$ cat config.mk
export PLATFORM = sky130hd
export DESIGN_NAME = sim_controller_flat
export DESIGN_NICKNAME = d
export VERILOG_FILES = /design/src/rtl/sim_pkg.sv /design/src/rtl/sim_controller_if.sv /design/src/rtl/sim_controller_debounce.sv /design/src/rtl/sim_controller.sv /design/src/flat_wrapper.sv
export SDC_FILE = /design/constraint.sdc
export NUM_CORES = 1
export LEC_CHECK = 0
export CAP_MARGIN = 20
export CORE_AREA = 2 2 228 230
export DETAILED_ROUTE_END_ITERATION = 8
export DIE_AREA = 0 0 230 232
export SLEW_MARGIN = 15
export SYNTH_ARGS = -nofsm -noshare
export SYNTH_HDL_FRONTEND = slang
export SYNTH_SLANG_ARGS = --single-unit
export TNS_END_PERCENT = 30
$ cat constraint.sdc
create_clock -name clock_162 -period 4.4 [get_ports clock_162]
set_clock_uncertainty 0.15 [all_clocks]
set_input_delay 0.88 -clock clock_162 [delete_from_list [all_inputs] [get_ports clock_162]]
set_output_delay 0.88 -clock clock_162 [all_outputs]
set_load 0.02 [all_outputs]
$ cat src/rtl/sim_pkg.sv
// Shared types, scene table and activity fold for the simulation run controller.
// Coordinate c of a scene vector belongs to body c/DIMENSIONS, axis c%DIMENSIONS (0 = x, 1 = y).
package sim_pkg;
    localparam int SPRITES    = 2;
    localparam int DIMENSIONS = 2;
    localparam int WIDTH      = 32;
    localparam int NCOORD     = SPRITES * DIMENSIONS;
    localparam int ACT_W      = 12;
    localparam int RADIUS_W   = 7;

    typedef enum logic [1:0] {
        ST_LOAD   = 2'd0,
        ST_PAUSED = 2'd1,
        ST_RUN    = 2'd2,
        ST_STEP   = 2'd3
    } state_t;

    typedef logic [WIDTH-1:0]    coord_t;
    typedef logic [WIDTH/2-1:0]  mass_t;
    typedef logic [RADIUS_W-1:0] radius_t;

    typedef struct packed {
        coord_t  [NCOORD-1:0]  locations;
        coord_t  [NCOORD-1:0]  velos;
        mass_t   [SPRITES-1:0] masses;
        radius_t [SPRITES-1:0] radii;
    } scene_t;

    function automatic scene_t scene_rom(input logic [7:0] idx);
        scene_t s;
        s = '0;
        case (idx)
            8'd1: begin
                s.locations[1] = 32'h0080_0000;
                s.locations[3] = 32'hff80_0000;
                s.velos[0]     = 32'h0001_0000;
                s.velos[2]     = 32'hffff_0000;
                s.masses[0]    = 16'h0200;
                s.masses[1]    = 16'h0200;
                s.radii[0]     = 7'd10;
                s.radii[1]     = 7'd10;
            end
            8'd2: begin
                s.locations[0] = 32'hffc0_0000;
                s.locations[2] = 32'h0040_0000;
                s.velos[0]     = 32'h0002_0000;
                s.masses[0]    = 16'h0800;
                s.masses[1]    = 16'h0100;
                s.radii[0]     = 7'd20;
                s.radii[1]     = 7'd6;
            end
            8'd3: begin
                s.locations[0] = 32'h0064_8000;
                s.locations[1] = 32'h0032_4000;
                s.locations[2] = 32'hff9b_8000;
                s.locations[3] = 32'hffcd_c000;
                s.velos[1]     = 32'hffff_8000;
                s.velos[3]     = 32'h0000_8000;
                s.masses[0]    = 16'h0300;
                s.masses[1]    = 16'h0300;
                s.radii[0]     = 7'd12;
                s.radii[1]     = 7'd12;
            end
            default: begin
                s.locations[0] = 32'h0100_0000;
                s.locations[2] = 32'hff00_0000;
                s.masses[0]    = 16'h0400;
                s.masses[1]    = 16'h0400;
                s.radii[0]     = 7'd15;
                s.radii[1]     = 7'd15;
            end
        endcase
        return s;
    endfunction

    // OR of every 12-bit slice of every coordinate; the top slice is zero-extended.
    function automatic logic [ACT_W-1:0] fold(input logic [NCOORD*WIDTH-1:0] locs);
        logic [ACT_W-1:0] f;
        f = '0;
        for (int c = 0; c < NCOORD; c++) begin
            for (int b = 0; b < WIDTH; b++) begin
                f[b % ACT_W] = f[b % ACT_W] | locs[c*WIDTH + b];
            end
        end
        return f;
    endfunction
endpackage

$ cat src/rtl/sim_controller_if.sv
// Signal bundle between sim_controller and its surroundings (buttons, VGA timing, physics engine).
interface sim_controller_if import sim_pkg::*; #(
    parameter int SCENES = 4
);
    localparam int IDX_W = (SCENES > 1) ? $clog2(SCENES) : 1;

    logic                          btn_run;
    logic                          btn_step;
    logic                          btn_scene;
    logic                          vsync;
    logic [NCOORD*WIDTH-1:0]       engine_locations;
    logic [NCOORD*WIDTH-1:0]       init_locations;
    logic [NCOORD*WIDTH-1:0]       init_velos;
    logic [SPRITES*(WIDTH/2)-1:0]  masses;
    logic [SPRITES*RADIUS_W-1:0]   radii;
    logic                          engine_rst_n;
    logic                          engine_enable;
    logic [NCOORD*WIDTH-1:0]       display_locations;
    logic [IDX_W-1:0]              scene_idx;
    logic [15:0]                   LED;

    modport master (
        input  btn_run, btn_step, btn_scene, vsync, engine_locations,
        output init_locations, init_velos, masses, radii, engine_rst_n,
               engine_enable, display_locations, scene_idx, LED
    );

    modport slave (
        output btn_run, btn_step, btn_scene, vsync, engine_locations,
        input  init_locations, init_velos, masses, radii, engine_rst_n,
               engine_enable, display_locations, scene_idx, LED
    );
endinterface

$ cat src/rtl/sim_controller_debounce.sv
// Button synchroniser and debouncer: one-cycle press pulse after DEBOUNCE_CYCLES stable-high samples.
module btn_debounce #(
    parameter int DEBOUNCE_CYCLES = 1_620_000
) (
    input  logic clk,
    input  logic rst_n,
    input  logic btn,
    output logic press
);
    localparam int CW = $clog2(DEBOUNCE_CYCLES + 1);
    localparam logic [CW-1:0] CNT_LAST = CW'(DEBOUNCE_CYCLES - 1);

    logic [1:0]    sync_r;
    logic          stable_r;
    logic [CW-1:0] cnt_r;
    logic          press_r;
    logic          differ_s;
    logic          accept_s;

    // A new level is accepted once it has differed from the stable level long enough.
    always_comb begin
        differ_s = sync_r[1] ^ stable_r;
        accept_s = differ_s && (cnt_r == CNT_LAST);
    end

    // Synchroniser, stability counter and registered press pulse.
    always_ff @(posedge clk or negedge rst_n) begin
        if (!rst_n) begin
            sync_r   <= 2'b00;
            stable_r <= 1'b0;
            cnt_r    <= '0;
            press_r  <= 1'b0;
        end else begin
            sync_r <= {sync_r[0], btn};
            if (!differ_s || accept_s) begin
                cnt_r <= '0;
            end else begin
                cnt_r <= cnt_r + CW'(1);
            end
            if (accept_s) begin
                stable_r <= sync_r[1];
            end
            press_r <= accept_s & sync_r[1];
        end
    end

    assign press = press_r;
endmodule

$ cat src/rtl/sim_controller.sv
// Run/pause/step/scene sequencing for the physics engine, with per-frame location snapshot and LED status.
module sim_controller import sim_pkg::*; #(
    parameter int SCENES          = 4,
    parameter int DEBOUNCE_CYCLES = 1_620_000,
    parameter int LOAD_CYCLES     = 4
) (
    input logic              clock_162,
    input logic              rst_n,
    sim_controller_if.master bus
);
    localparam int IDX_W = (SCENES > 1) ? $clog2(SCENES) : 1;
    localparam int LW    = $clog2(LOAD_CYCLES + 1);
    localparam logic [LW-1:0]    LOAD_LAST = LW'(LOAD_CYCLES - 1);
    localparam logic [IDX_W-1:0] IDX_LAST  = IDX_W'(SCENES - 1);

    logic                    run_press_s;
    logic                    step_press_s;
    logic                    scene_press_s;
    logic [2:0]              vsync_r;
    logic                    vsync_rise_s;
    state_t                  state_r;
    state_t                  state_n;
    logic [LW-1:0]           load_cnt_r;
    logic [LW-1:0]           load_cnt_n;
    logic [IDX_W-1:0]        scene_idx_r;
    logic [IDX_W-1:0]        scene_idx_n;
    logic                    eng_rst_n_r;
    logic                    eng_en_r;
    logic [NCOORD*WIDTH-1:0] display_r;
    logic [ACT_W-1:0]        act_r;
    logic [1:0]              led_idx_s;
    scene_t                  scene_s;

    btn_debounce #(.DEBOUNCE_CYCLES(DEBOUNCE_CYCLES)) u_run (
        .clk(clock_162), .rst_n(rst_n), .btn(bus.btn_run), .press(run_press_s)
    );
    btn_debounce #(.DEBOUNCE_CYCLES(DEBOUNCE_CYCLES)) u_step (
        .clk(clock_162), .rst_n(rst_n), .btn(bus.btn_step), .press(step_press_s)
    );
    btn_debounce #(.DEBOUNCE_CYCLES(DEBOUNCE_CYCLES)) u_scene (
        .clk(clock_162), .rst_n(rst_n), .btn(bus.btn_scene), .press(scene_press_s)
    );

    // Scene table lookup and LED field formatting.
    always_comb begin
        scene_s      = scene_rom(8'(scene_idx_r));
        led_idx_s    = 2'(scene_idx_r);
        vsync_rise_s = vsync_r[1] & ~vsync_r[2];
    end

    // Next-state logic; a scene press overrides everything and restarts the load.
    always_comb begin
        state_n     = state_r;
        load_cnt_n  = load_cnt_r;
        scene_idx_n = scene_idx_r;
        if (scene_press_s) begin
            scene_idx_n = (scene_idx_r == IDX_LAST) ? '0 : scene_idx_r + IDX_W'(1);
            state_n     = ST_LOAD;
            load_cnt_n  = '0;
        end else begin
            case (state_r)
                ST_LOAD: begin
                    if (load_cnt_r == LOAD_LAST) begin
                        state_n    = ST_PAUSED;
                        load_cnt_n = '0;
                    end else begin
                        load_cnt_n = load_cnt_r + LW'(1);
                    end
                end
                ST_PAUSED: begin
                    if (run_press_s) begin
                        state_n = ST_RUN;
                    end else if (step_press_s) begin
                        state_n = ST_STEP;
                    end else begin
                        state_n = ST_PAUSED;
                    end
                end
                ST_RUN: begin
                    if (run_press_s) begin
                        state_n = ST_PAUSED;
                    end else begin
                        state_n = ST_RUN;
                    end
                end
                ST_STEP: begin
                    if (run_press_s || vsync_rise_s) begin
                        state_n = ST_PAUSED;
                    end else begin
                        state_n = ST_STEP;
                    end
                end
                default: begin
                    state_n    = ST_LOAD;
                    load_cnt_n = '0;
                end
            endcase
        end
    end

    // State, scene index and engine control registers (controls follow the next state).
    always_ff @(posedge clock_162 or negedge rst_n) begin
        if (!rst_n) begin
            state_r     <= ST_LOAD;
            load_cnt_r  <= '0;
            scene_idx_r <= '0;
            eng_rst_n_r <= 1'b0;
            eng_en_r    <= 1'b0;
        end else begin
            state_r     <= state_n;
            load_cnt_r  <= load_cnt_n;
            scene_idx_r <= scene_idx_n;
            eng_rst_n_r <= (state_n != ST_LOAD);
            eng_en_r    <= (state_n == ST_RUN) || (state_n == ST_STEP);
        end
    end

    // VSYNC synchroniser, frame snapshot and activity accumulator.
    always_ff @(posedge clock_162 or negedge rst_n) begin
        if (!rst_n) begin
            vsync_r   <= 3'b000;
            display_r <= '0;
            act_r     <= '0;
        end else begin
            vsync_r <= {vsync_r[1:0], bus.vsync};
            if (vsync_rise_s) begin
                display_r <= (state_r == ST_LOAD) ? scene_s.locations : bus.engine_locations;
            end
            if (state_r == ST_LOAD) begin
                act_r <= '0;
            end else if ((state_r == ST_RUN) || (state_r == ST_STEP)) begin
                act_r <= act_r | fold(bus.engine_locations);
            end
        end
    end

    assign bus.init_locations    = scene_s.locations;
    assign bus.init_velos        = scene_s.velos;
    assign bus.masses            = scene_s.masses;
    assign bus.radii             = scene_s.radii;
    assign bus.engine_rst_n      = eng_rst_n_r;
    assign bus.engine_enable     = eng_en_r;
    assign bus.display_locations = display_r;
    assign bus.scene_idx         = scene_idx_r;
    assign bus.LED               = {state_r, led_idx_s, act_r};
endmodule

$ cat src/flat_wrapper.sv
// flat-port wrapper written by rule: the top's interface ports become plain ports
module sim_controller_flat import sim_pkg::*;
#(
    parameter int SCENES          = 4,
    parameter int DEBOUNCE_CYCLES = 1_620_000,
    parameter int LOAD_CYCLES     = 4
)
  (clock_162, rst_n, bus_btn_run, bus_btn_step, bus_btn_scene, bus_vsync, bus_engine_locations, bus_init_locations, bus_init_velos, bus_masses, bus_radii, bus_engine_rst_n, bus_engine_enable, bus_display_locations, bus_scene_idx, bus_LED);
  sim_controller_if #(.SCENES(SCENES)) bus_i ();
  input logic clock_162;
  input logic rst_n;
  input wire logic [$bits(bus_i.btn_run)-1:0] bus_btn_run;
  input wire logic [$bits(bus_i.btn_step)-1:0] bus_btn_step;
  input wire logic [$bits(bus_i.btn_scene)-1:0] bus_btn_scene;
  input wire logic [$bits(bus_i.vsync)-1:0] bus_vsync;
  input wire logic [$bits(bus_i.engine_locations)-1:0] bus_engine_locations;
  output wire logic [$bits(bus_i.init_locations)-1:0] bus_init_locations;
  output wire logic [$bits(bus_i.init_velos)-1:0] bus_init_velos;
  output wire logic [$bits(bus_i.masses)-1:0] bus_masses;
  output wire logic [$bits(bus_i.radii)-1:0] bus_radii;
  output wire logic [$bits(bus_i.engine_rst_n)-1:0] bus_engine_rst_n;
  output wire logic [$bits(bus_i.engine_enable)-1:0] bus_engine_enable;
  output wire logic [$bits(bus_i.display_locations)-1:0] bus_display_locations;
  output wire logic [$bits(bus_i.scene_idx)-1:0] bus_scene_idx;
  output wire logic [$bits(bus_i.LED)-1:0] bus_LED;
  assign bus_i.btn_run = bus_btn_run;
  assign bus_i.btn_step = bus_btn_step;
  assign bus_i.btn_scene = bus_btn_scene;
  assign bus_i.vsync = bus_vsync;
  assign bus_i.engine_locations = bus_engine_locations;
  assign bus_init_locations = bus_i.init_locations;
  assign bus_init_velos = bus_i.init_velos;
  assign bus_masses = bus_i.masses;
  assign bus_radii = bus_i.radii;
  assign bus_engine_rst_n = bus_i.engine_rst_n;
  assign bus_engine_enable = bus_i.engine_enable;
  assign bus_display_locations = bus_i.display_locations;
  assign bus_scene_idx = bus_i.scene_idx;
  assign bus_LED = bus_i.LED;
  sim_controller #(.SCENES(SCENES), .DEBOUNCE_CYCLES(DEBOUNCE_CYCLES), .LOAD_CYCLES(LOAD_CYCLES)) u_core (.clock_162(clock_162), .rst_n(rst_n), .bus(bus_i));
endmodule
---- Yosys cells after proc, flatten, opt, wreduce, memory -nomap -nowiden ----
Index checks and enable logic that the tools add are counted.
cells by class
  divide/modulo/power cells ............... 0
  reductions and logical operators ........ 16
  shift-type cells ........................ 0
  mux-type cells .......................... 26
  bitwise operators ....................... 125
  eq/ne operators ......................... 12
  multipliers ............................. 0
  add/sub/neg operators ................... 5
  $lt $le $gt $ge ......................... 0
operator list
  cell                                                  number
  one-hot mux 32 bit (3 select lines)                   2
  two-way mux 128 bit                                   1
  one-hot mux 41 bit (3 select lines)                   1
  bitwise OR 1 bit                                      116
  two-way mux 32 bit                                    2
  one-hot mux 32 bit (2 select lines)                   1
  adder 21 x 1 -> 21 bit (second input constant)        3
  equality test 21 bit (second input constant)          3
  two-way mux 21 bit                                    3
  one-hot mux 24 bit (2 select lines)                   1
  one-hot mux 18 bit (2 select lines)                   1
  two-way mux 12 bit                                    2
  two-way mux 16 bit                                    1
  two-way mux 2 bit                                     7
  equality test 2 bit (second input constant)           6
  bitwise OR 12 bit                                     1
  two-way mux 3 bit                                     3
  one-hot mux 2 bit (4 select lines)                    1
  logical OR 1 bit                                      6
  nonzero test 2 bit                                    3
  AND 1 bit                                             4
  equality test 2 x 1 -> 1 bit (second input constant)  2
  adder 3 x 1 -> 3 bit (second input constant)          1
  equality test 3 x 2 -> 1 bit (second input constant)  1
  other kinds (6)                                       12
storage, ports and cells
  memories ................................ 0
  input port bits ......................... 134
  output and inout port bits .............. 450
  word-level logic and storage cells ...... 204
  memory bits (writable) .................. 0
  latch bits .............................. 0
  register bits ........................... 227
  memory bits (read-only) ................. 0

---- Depth between registers and ports, before layout ----
  depth after elaboration ................. 14
  depth in mapped cells ................... 7
  depth with buffers taken out ............ 6

---- Hierarchy ----
From an unflattened synthesis, not the netlist that was laid out.
second synthesis, totals
  cell total of the unflattened synthesis .. 1191
  area, all modules ....................... 12025.3 µm²
modules (own cells, without submodules)
  module          cells each  seq. area each (µm²)  area each (µm²)  instances
  sim_controller  828         3803.6                8309.2           1
  btn_debounce    121         625.6                 1238.7           3

---- Worst setup path before layout ----
OpenSTA, ideal clock, no wires.
  kind .................................... flip-flop to output port
  start ................................... register u_core.scene_idx_r[0] (netlist: u_core.bus.scene_idx[0])
  end ..................................... output bus_masses[25]
  required time ........................... 3370 ps
  slack ................................... 1094 ps
  data arrival time ....................... 2276 ps
  path buffers ............................ 1
  cell stages (with the launch flop) ...... 5
  path through ............................ dfrtp_1 > ha_1 > nor2_1 > nor2_1 > buf_4
between the ends
  longest elaborated chain between the ends .. 2
  elaborated cells on any way between the ends .. 4
  classes of those cells .................. eq/ne: 3; mux: 1
ends and longest elaborated chain
  what                                                                        RTL line               RTL
  from (decl)                                                                 sim_controller.sv:25   logic [IDX_W-1:0] scene_idx_r;
  from (signal assigned)                                                      sim_controller.sv:112  scene_idx_r <= scene_idx_n;
  equality test 2 bit / equality test 2 x 1 -> 1 bit (equally long branches)  sim_pkg.sv:32          case (idx)
  one-hot mux 41 bit (3 select lines) (*)                                     sim_pkg.sv:32
  to (decl)                                                                   flat_wrapper.sv:19     output wire logic [$bits(bus_i.masses)-1:0] bus_masses;
Every way passes the cells marked *; elsewhere a longest branch is shown, timed or not.

---- Worst setup path after layout ----
  start ................................... register u_core.scene_idx_r[1] (netlist: u_core.bus.scene_idx[1])
  end ..................................... output bus_init_locations[119]
between the ends
  longest elaborated chain between the ends .. 2
  elaborated cells on any way between the ends .. 3
  classes of those cells .................. eq/ne: 2; mux: 1
ends and longest elaborated chain
  what                                                                        RTL line            RTL
  equality test 2 bit / equality test 2 x 1 -> 1 bit (equally long branches)  sim_pkg.sv:32
  one-hot mux 32 bit (2 select lines) (*)                                     sim_pkg.sv:32
  to (decl)                                                                   flat_wrapper.sv:17  output wire logic [$bits(bus_i.init_locations)-1:0] bus_init_locations;
Marks and branches as above.

==> summary.md <==
| Metric | Value |
|---|---|
| DPL Wire Length | `29.5 mm` |
| Worst-Margin Slew | `1.05 ns` |
| CTS Root Cell | `clkbuf_16` |
| Hold_buf cts | `0` |
| Input/output buffers | `381` |
| Total GRT Usage | `13.7%` |
| CTS H-tree depth | `1` |
| Most numerous cell in the Yosys netlist | `buf_4` |
| Critical Path Start Type | `flop` |
| Antenna violations before repair | `2` |
| DR vias | `9254` |
| Sw power | `1680 uW` |
| Reg clk slew, reported paths | `0.06 ns` |
| Chip Width | `230 um` |
| Remaining DRCs | `0` |
| DRT Pass-1 Iters | `5` |
| Pleak | `0.00676 uW` |
| Grt ovf | `0` |
| Hold Violations, Final | `0` |
| Crit path kind | `flop to output pin` |
| Post-synth EDFFs | `0` |
| Avg Inst Size Synth | `9.99 sq um` |
| Seq cells post-synth | `227` |
| Core Region | `50900 sq um` |
| Flop pwr share | `41.5%` |
| Routability cong. | `0.889` |
| Cell Pwr Density | `355 nW/um^2` |
| Post-Syn Instances | `1190` |
| Post-CTS sizing | `0` |
| Worst endpoint required time | `3.37 ns` |
| Post-Syn Area | `11900 sq um` |
| Nets | `1626` |
| Comb power frac | `19.5%` |
| Critical Path Fanout Max | `21` |
| Clock Latency Late Sink | `0.55 ns` |
| Top cells by area, synth | `dfrtp_1, buf_4, a22o_1` |
| Minimum clock period | `3.84 ns` |
| Fillcell total | `5309` |
| CTS Buf Count | `29` |
| CP most frequent cell | `inv_1` |
| Post-synthesis sequential area ratio | `47.8%` |
| Ports | `584` |
| Max-slew violations | `0` |
| Share of layout cells above drive strength 1 | `5.27%` |
| Sw Share | `29.7%` |
| Starting Density | `23.4%` |
| Synth area leader | `dfrtp_1` |
| Top cells by count, synth | `buf_4, dfrtp_1, a22o_1` |
| Yosys Warn Count | `0` |
| Unique masters post-synth | `48` |
| Fin util | `31.4%` |
| Antenna diodes | `0` |
| RSZ-0062 raised after global routing | `no` |
| Clk buf depth | `3` |
| Drt initial violations | `537` |
| Area growth, synth to finish | `34.3%` |
| CP max stage delay | `0.67 ns` |
| CTS sink count | `227` |
| Top-area cell type share of the netlist area | `47.8%` |
| Die area | `53400 sq um` |
| Setup repair bufs after CTS | `0` |
| Routed len/inst | `18.0 um` |
| FMAX | `260 MHz` |
| Clk pwr share | `39.0%` |
| Int Pwr | `3980 uW` |
| Final worst-path cycle share | `87.2%` |
| Min-delay worst type | `primary input to async pin` |
| Endpoints failing setup | `0` |
| Status | `complete, no violations` |
| Vias per Instance | `4.25` |
| Die Ht | `232 um` |
| Crit. End Element | `output pin` |
| CP cell instances | `inv_1, ha_1, nor2_1, inv_1, clkdlybuf4s50_1` |
| CTS tree | `yes` |
| First-pass GRT wire length | `56.8 mm` |
| Via count of the first global-routing pass | `8694` |
| Primary FF master, synth | `dfrtp_1` |
| Max Cap Viol | `0` |
| VDD IR max | `0.236 mV` |
| Slew HR | `29.4%` |
| Antenna viol nets, final | `0` |
| Overall routed net length | `39.1 mm` |
| CP max-delay cell | `clkdlybuf4s50_1` |
| Largest net degree at the start of global routing | `93` |
| Row count | `83` |
| CP arrival | `2.81 ns` |
| Final TNS setup | `0 ns` |
| Async S/R FF share, synth | `100%` |
## power groups by stage
stage	registers [uW]	clock network, uW	logic (uW)
floorplan	2550	0	472
global placement	2380	0	1100
detailed placement	2380	0	1110
CTS	2350	2290	1110
global route	2370	2380	1170
finish	2350	2210	1110
## routing by layer
metal | global-route usage (%) | routed length, um | vias to the layer above
met5 | 0 | 0 | -
met4 | 2.76 | 743 | 0
met3 | 3.25 | 2750 | 47
met2 | 23.7 | 19600 | 354
met1 | 17.4 | 16000 | 4610
li1 | - | - | 4243
## worst max-delay path, delay by kind of cell, from the launching register on
kind	cells	cell delay [ns]
simple gates	1	0.16
buf+inv	3	1.08
fa+ha+maj	1	0.57
flops	1	0.45
## kinds of logic after synthesis
family | after synthesis | synth area share [%]
compound gates | 224 | 12.6
xor+xnor | 47 | 3.46
fa+ha+maj | 11 | 1.16
buf+inv | 353 | 20.4
flops | 227 | 47.8
mux | 9 | 0.789
other cells | 1 | 0.0315
simple gates | 318 | 13.8
## state kept, by name, indices dropped and copies added, names as in the netlist, 3 cells and up
| register | count |
|---|---|
| u_core.u_scene.cnt_r | 21 |
| u_core.act_r | 12 |
| u_core.vsync_r | 3 |
| u_core.u_run.cnt_r | 21 |
| u_core.bus.display_locations | 128 |
| u_core.load_cnt_r | 3 |
| u_core.u_step.cnt_r | 21 |
## final cells by class
type                       instances  area [sq um]  share of cell area, %
sequential                       227          5680                   35.6
tap                              680           851                   5.33
inverter                          15          56.3                  0.353
clock inverter                    13           124                  0.776
multi-input combinational        811          4560                   28.5
clock buffer                      35           748                   4.69
timing repair buffer             397          3950                   24.8
## stage by stage
step	cells	area [sq um]	hold WS, ns	total power (uW)	setup WS [ns]
finish	2178	16000	0.185	5660	0.561
global route	2178	16000	0.207	5920	0.295
CTS	2178	16000	0.197	5750	0.478
detailed placement	2130	15100	0.185	3490	1.09
global placement	2128	15100	0.192	3480	1.19
floorplan	1391	12600	0.181	3020	1.09
## worst paths after layout
kind                                         startpoint                          endpoint  slack (ns)  cells after the start
worst min-delay path                              rst_n           u_core.u_step.sync_r[0]        0.18                      1
worst min register to register   u_core.u_run.sync_r[0]            u_core.u_run.sync_r[1]        0.20                      0
worst max register to register        u_core.state_r[0]  u_core.bus.display_locations[15]        1.71                      5
worst max-delay path            u_core.bus.scene_idx[1]           bus_init_locations[119]        0.56                      5
max in group asynchronous                         rst_n          u_core.u_scene.sync_r[0]        2.97                      2
min in group clock_162           u_core.u_run.sync_r[0]            u_core.u_run.sync_r[1]        0.20                      0
## layout by cell type, fill, tap and decap left out, types with 3 or more instances in the layout
master,instances
nor3_1,25
or3_1,4
a22o_1,92
mux2i_1,6
or2_2,7
xor2_1,18
and2_1,6
dfrtp_1,227
nor3b_1,4
ha_1,11
conb_1,202
clkdlybuf4s50_1,380
o31ai_1,3
and4_1,7
a21oi_1,44
inv_1,15
and3_1,8
buf_4,13
inv_6,3
or4_1,5
nor4_1,38
xnor2_1,29
clkbuf_1,6
nor4bb_1,3
clkinvlp_4,5
nand2_1,70
nor2_1,74
nand3_1,24
nand4_1,29
clkbuf_16,29
o21ai_0,75
mux2_2,3
Note: power is estimated with default switching activity, not from simulation.
